<file path="src/rtl/tdm_mac.sv">
// Time-division multiplexed multiply-accumulate: per-channel burst sums of signed products.
// Optional macro TDM_MAC_SAT_EN selects sticky saturating accumulation instead of wrap-around.
module tdm_mac #(
  parameter int unsigned WIDTH     = 8,
  parameter int unsigned CHANNELS  = 4,
  parameter int unsigned ACC_WIDTH = 2*WIDTH+8,
  localparam int unsigned CH_W     = (CHANNELS > 1) ? $clog2(CHANNELS) : 1
) (
  input  logic                        clk,
  input  logic                        rst_n,
  input  logic                        in_valid,
  output logic                        in_ready,
  input  logic signed [WIDTH-1:0]     din_a,
  input  logic signed [WIDTH-1:0]     din_b,
  input  logic [CH_W-1:0]             din_ch,
  input  logic                        din_last,
  output logic                        out_valid,
  input  logic                        out_ready,
  output logic signed [ACC_WIDTH-1:0] dout_acc,
  output logic [CH_W-1:0]             dout_ch
);

  localparam int unsigned PW = 2*WIDTH;

  typedef struct packed {
    logic                 valid;
    logic                 last;
    logic [CH_W-1:0]      ch;
    logic signed [PW-1:0] prod;
  } s1_t;

  s1_t                         s1_q;
  logic signed [ACC_WIDTH-1:0] acc_q [CHANNELS];
  logic                        stall_c;
  logic                        ch_ok_c;
  logic signed [PW-1:0]        prod_c;
  logic signed [ACC_WIDTH-1:0] acc_sel_c;
  logic signed [ACC_WIDTH-1:0] sum_c;

  assign stall_c   = out_valid && !out_ready;
  assign in_ready  = !stall_c;
  // Out-of-range channels are accepted but never enter the accumulate stage.
  assign ch_ok_c   = ({1'b0, din_ch} < (CH_W+1)'(CHANNELS));
  assign prod_c    = din_a * din_b;
  assign acc_sel_c = acc_q[s1_q.ch];

`ifdef TDM_MAC_SAT_EN
  localparam logic signed [ACC_WIDTH-1:0] ACC_MAX = {1'b0, {(ACC_WIDTH-1){1'b1}}};
  localparam logic signed [ACC_WIDTH-1:0] ACC_MIN = {1'b1, {(ACC_WIDTH-1){1'b0}}};

  logic [CHANNELS-1:0]       sat_q;
  logic signed [ACC_WIDTH:0] wide_c;
  logic                      ovf_c;

  assign wide_c = (ACC_WIDTH+1)'(acc_sel_c) + (ACC_WIDTH+1)'(s1_q.prod);
  assign ovf_c  = wide_c[ACC_WIDTH] ^ wide_c[ACC_WIDTH-1];

  // A saturated channel holds its clamped value until the burst closes.
  always_comb begin
    sum_c = wide_c[ACC_WIDTH-1:0];
    if (sat_q[s1_q.ch]) begin
      sum_c = acc_sel_c;
    end else if (ovf_c) begin
      sum_c = wide_c[ACC_WIDTH] ? ACC_MIN : ACC_MAX;
    end
  end

  always_ff @(posedge clk) begin
    if (!rst_n) begin
      sat_q <= '0;
    end else if (!stall_c && s1_q.valid) begin
      if (s1_q.last) begin
        sat_q[s1_q.ch] <= 1'b0;
      end else if (ovf_c) begin
        sat_q[s1_q.ch] <= 1'b1;
      end
    end
  end
`else
  assign sum_c = acc_sel_c + ACC_WIDTH'(s1_q.prod);
`endif

  // Stage 1 registers the product; stage 2 does the read-modify-write and result load.
  always_ff @(posedge clk) begin
    if (!rst_n) begin
      s1_q      <= '0;
      out_valid <= 1'b0;
      dout_acc  <= '0;
      dout_ch   <= '0;
      for (int i = 0; i < int'(CHANNELS); i++) begin
        acc_q[i] <= '0;
      end
    end else if (!stall_c) begin
      s1_q.valid <= in_valid && ch_ok_c;
      s1_q.last  <= din_last;
      s1_q.ch    <= din_ch;
      s1_q.prod  <= prod_c;
      out_valid  <= s1_q.valid && s1_q.last;
      if (s1_q.valid) begin
        acc_q[s1_q.ch] <= s1_q.last ? '0 : sum_c;
        if (s1_q.last) begin
          dout_acc <= sum_c;
          dout_ch  <= s1_q.ch;
        end
      end
    end
  end

endmodule

</file>
<file path="config.mk">
export PLATFORM = sky130hd
export DESIGN_NAME = tdm_mac
export DESIGN_NICKNAME = d
export VERILOG_FILES = /design/src/rtl/tdm_mac.sv
export SDC_FILE = /design/constraint.sdc
export NUM_CORES = 1
export LEC_CHECK = 0
export ABC_AREA = 1
export BUFFER_PORTS_ARGS = -buffer_cell sky130_fd_sc_hd__buf_2
export CORE_ASPECT_RATIO = 1.4
export CORE_MARGIN = 10
export CORE_UTILIZATION = 45
export DETAILED_ROUTE_END_ITERATION = 10
export PLACE_DENSITY_LB_ADDON = 0.1
export SYNTH_ARGS = -nofsm -noshare
export SYNTH_HDL_FRONTEND = slang
export SYNTH_SLANG_ARGS = --single-unit
</file>
<file path="constraint.sdc">
create_clock -name clk -period 9.12 [get_ports clk]
set_input_delay 1.368 -clock clk [delete_from_list [all_inputs] [get_ports clk]]
set_output_delay 1.368 -clock clk [all_outputs]
set_load 0.005 [all_outputs]
</file>
==> out/results.tsv <==
stage	metric	value	unit
drt	DRT Pass-1 Iters	6	
placed_design	GP Congestion	0.873	
logic_synthesis	top-count cell post-synth	nand2_1	
logic_synthesis	Post-Synth Adder-Cell Area	16.8	%
global_route	first-pass GRT wire length	44.5	mm
cells_and_area	area grow syn2layout	10.7	%
worst_setup_path	largest delay contributor family on the critical path	adder cells	
clock_tree	setup repair bufs after CTS	0	
die	chip width	149	µm
logic_synthesis	post-synth cell types	36	
pwr	Leakage	6.19	nW
worst_setup_path	Worst Setup Path Type	in2reg	
logic_synthesis	Synth Area in Simple Gates	24.9	%
drt	Antenna Violating Nets Remaining	0	
drt	routed vias	8553	
sta	Worst-Margin Slew	0.892	ns
die	effective utilization at floorplan	45.6	%
logic_synthesis	Synth warnings	0	
sta	Final Max Slew Viols	0	
sta	highest clock rate	0.199	GHz
cells_and_area	multi-input logic area	0.00536	mm²
placed_design	placed cell area	0.0110	mm²
worst_setup_path	CP cell instances	buf_2 > inv_1 > or2_2 > fa_1 > fa_1 > inv_1 > fa_1 > inv_1 > fa_1 > inv_1 > ha_1 > nand2_1 > o21ai_0 > nand2_1 > nand2_1 > nor2_1 > o21bai_1 > inv_1	
pwr	switch share	42.5	%
worst_setup_path	Max stage delay on crit path	0.54	ns
logic_synthesis	Mapped Cells	1389	
clock_tree	H-tree depth	4	
die	Die Height	201	µm
drt	wire length per cell	16.4	µm
global_route	Total GRT Usage	19.0	%
pwr	combinational power share	45.2	%
clock_tree	CTS max path bufs	2	
cells_and_area	Layout Nets	1547	
logic_synthesis	main combinational cell family by area after synthesis	simple AND/OR/NAND/NOR gates	
hold_path	Worst Hold Path Cells	2	
global_route	largest net degree at the start of global routing	50	
logic_synthesis	Synthesized Nets	1520	
placed_design	IO Port Bufs	50	
worst_setup_path	WP buf/inv	6	
sta	RSZ-0062 raised after global routing	false	
cells_and_area	fillcell total	2351	
pwr	internal power	1.63	mW
pwr	sequential share of power	28.0	%
worst_setup_path	Arr. time, crit path	5.35	ns
cells_and_area	Post-Layout Inst Area	0.0117	mm²
logic_synthesis	synthesized cell area	0.0105	mm²
worst_setup_path	most used cell, CP	inv_1	
drt	drt initial violations	395	
die	FP Rows	66	
logic_synthesis	Yosys top cell area share	27.4	%
clock_tree	Worst-Skew Late Latency	0.43	ns
run_status	status	completed	
clock_tree	# resized after CTS	0	
logic_synthesis	Synth Area in Compound Gates	7.71	%
pwr	Sw Pwr	1.20	mW
clock_tree	Hold-fix buffers, CTS	0	
logic_synthesis	Post-synth EDFFs	96	
sta	clk_skew	0.0138	ns
hold_path	hold worst-path end	dout_acc[0]	
sta	fin crit share	55.1	%
logic_synthesis	Post-synth ARST share	0	%
clock_tree	clock root buffer	clkbuf_16	
worst_setup_path	Crit path depth	18	
logic_synthesis	Synth Flop Type	edfxtp_1	
logic_synthesis	synthesized flop and latch total	145	
worst_setup_path	CP max stage cell	fa_1	
drt	WL final	28.4	mm
cells_and_area	Sequential cell area	0.00386	mm²
worst_setup_path	CP required	9.44	ns
logic_synthesis	Post-Synth XOR/XNOR Area	1.39	%
hold_path	Hold Startpoint	dout_acc[0]	
die	die footprint	0.0300	mm²
hold_path	type of the worst min-delay path	reg2reg	
pwr	clock share of power	26.8	%
worst_setup_path	nature of the critical path endpoint	register	
cells_and_area	antenna diode count	0	
die	core area	0.0231	mm²
worst_setup_path	R2R cell count	17	
sta	final hold violations	0	
logic_synthesis	post-synthesis mux area share	0	%
clock_tree	CTS tree	built	
worst_setup_path	Critical Path Fanout Max	8	
clock_tree	Clock transition at path regs	0.07	ns
drt	Avg Vias per Cell	4.93	
worst_setup_path	Reg-to-Reg End	acc_q[0][10]	
logic_synthesis	Synth area leader	edfxtp_1	
pwr	worst IR drop on VDD	0.112	mV
placed_design	DP HPWL	21.4	mm
clock_tree	total CTS buffers	17	
die	io pins	51	
logic_synthesis	register area share after synthesis	36.7	%
logic_synthesis	syn_area_per_cell	7.59	µm²
global_route	initial antenna violation count	0	
clock_tree	# clock sinks	145	
cells_and_area	layout cell share with drive strength beyond 1	9.59	%
sta	Setup Viol. Count Final	0	
worst_setup_path	Startpoint Class	input pin	
pwr	Cell Pwr Density	243	mW/mm²
global_route	total congestion overflow	0	
sta	setup TNS	0	ns
logic_synthesis	ranking of synthesized cells by area	edfxtp_1, nand2_1, fa_1	
global_route	vias in the first global route	8366	
job	MaxCap Viol Count	0	
sta	minimum clock period	5.02	ns
sta	Worst slew margin	40.4	%
worst_setup_path	reg2reg setup slack	4.96	ns
drt	Remaining DRCs	0	
logic_synthesis	Synth top cells by count	nand2_1, inv_1, nor2_1, edfxtp_1, o21ai_0	
final cells by class:
class | instances | share of cell area, %
clock buffer | 17 | 3.65
clock inverter | 15 | 1.83
inverter | 293 | 9.45
multi-input combinational | 901 | 46.0
sequential | 145 | 33.1
tap | 306 | 3.28
timing repair buffer | 58 | 2.66
power by group through the flow:
stage                     registers [mW]  logic, mW  clock network [mW]
after global placement             0.806       1.28                   0
after detailed placement           0.807       1.29                   0
after CTS                          0.793       1.30               0.770
after floorplan                    0.791      0.959                   0
final                              0.793       1.28               0.759
after global routing               0.797       1.47               0.798
worst max path at each step:
stage	from	endpoint	slack (ns)
3_5_place_dp	din_b[7]	s1_q[11]	3.68
4_1_cts	din_b[7]	s1_q[11]	4.14
5_1_grt	din_b[7]	s1_q[10]	3.87
3_3_place_gp	din_b[7]	s1_q[11]	3.69
2_1_floorplan	din_a[0]	s1_q[11]	3.92
6_report	din_b[7]	s1_q[11]	4.10
cell usage in the layout, fill, tap and decap left out, types with 2 or more instances in the layout:
master,synthesis,final
nand2_1,319,319
inv_1,287,287
nor2_1,207,207
edfxtp_1,96,96
o21ai_0,80,80
fa_1,56,56
ha_1,52,52
buf_2,11,50
dfxtp_1,49,49
nand3_1,41,41
a21oi_1,32,32
o22ai_1,23,23
nand2_2,18,18
clkbuf_16,0,17
xor2_1,12,12
nor2_2,9,9
nand4_1,9,9
o21bai_1,9,9
nor3_1,8,8
buf_4,3,8
nand3b_1,6,6
inv_6,0,6
nor2_4,4,4
nand3_2,4,4
inv_2,3,3
bufinv_16,0,3
a21oi_2,2,2
clkinv_1,2,2
xor2_2,2,2
a21o_1,2,2
inv_8,0,2
clkinv_8,0,2
routing by layer:
metal,share of wire (%),vias to the layer above,GRT usage (%),routed length [µm]
li1,-,4324,-,-
met4,3.4,0,8.33,974
met1,38,4066,19.7,10800
met5,0,-,0,0
met3,2.6,33,2.48,725
met2,56,130,36.6,15900
through the flow:
stage	std cells	power (mW)	setup WS (ns)	hold WS (ns)	utilization [%]
3_5_place_dp	1703	2.10	3.68	0.482	47.7
6_report	1735	2.83	4.10	0.488	50.4
5_1_grt	1735	3.06	3.87	0.516	50.4
4_1_cts	1735	2.86	4.14	0.497	50.4
2_1_floorplan	1389	1.75	3.92	0.462	-
3_3_place_gp	1703	2.08	3.69	0.478	47.7
sequential cells by signal, indices dropped and copies added, names as in the netlist, named ones only:
signal and flops:
acc_q 96, dout_acc 24, dout_ch 2, out_valid 1
s1_q 20
kinds of logic after synthesis:
kind of cell	count (synthesis)
DFF	145
buffers and inverters	343
adders and majority gates	108
and+or+nand+nor	629
xor gates and xnor gates	15
AOI/OAI and AO/OA	149
worst register-to-register path, cell delays in order (launching register included):
cell and delay [ns]:
dfxtp_1 0.31, buf_4 0.43, inv_1 0.55, buf_4 0.39
o21ai_0 0.18, o22ai_1 0.16, ha_1 0.29, fa_1 0.48
nand3_1 0.13, nand3_2 0.14, nand2_1 0.11, nand2_2 0.09
a21oi_1 0.18, inv_1 0.06, nand2_1 0.07, nand2_1 0.06
nand2_1 0.19, nor2_1 0.07
(Power assumes the default switching activity.)
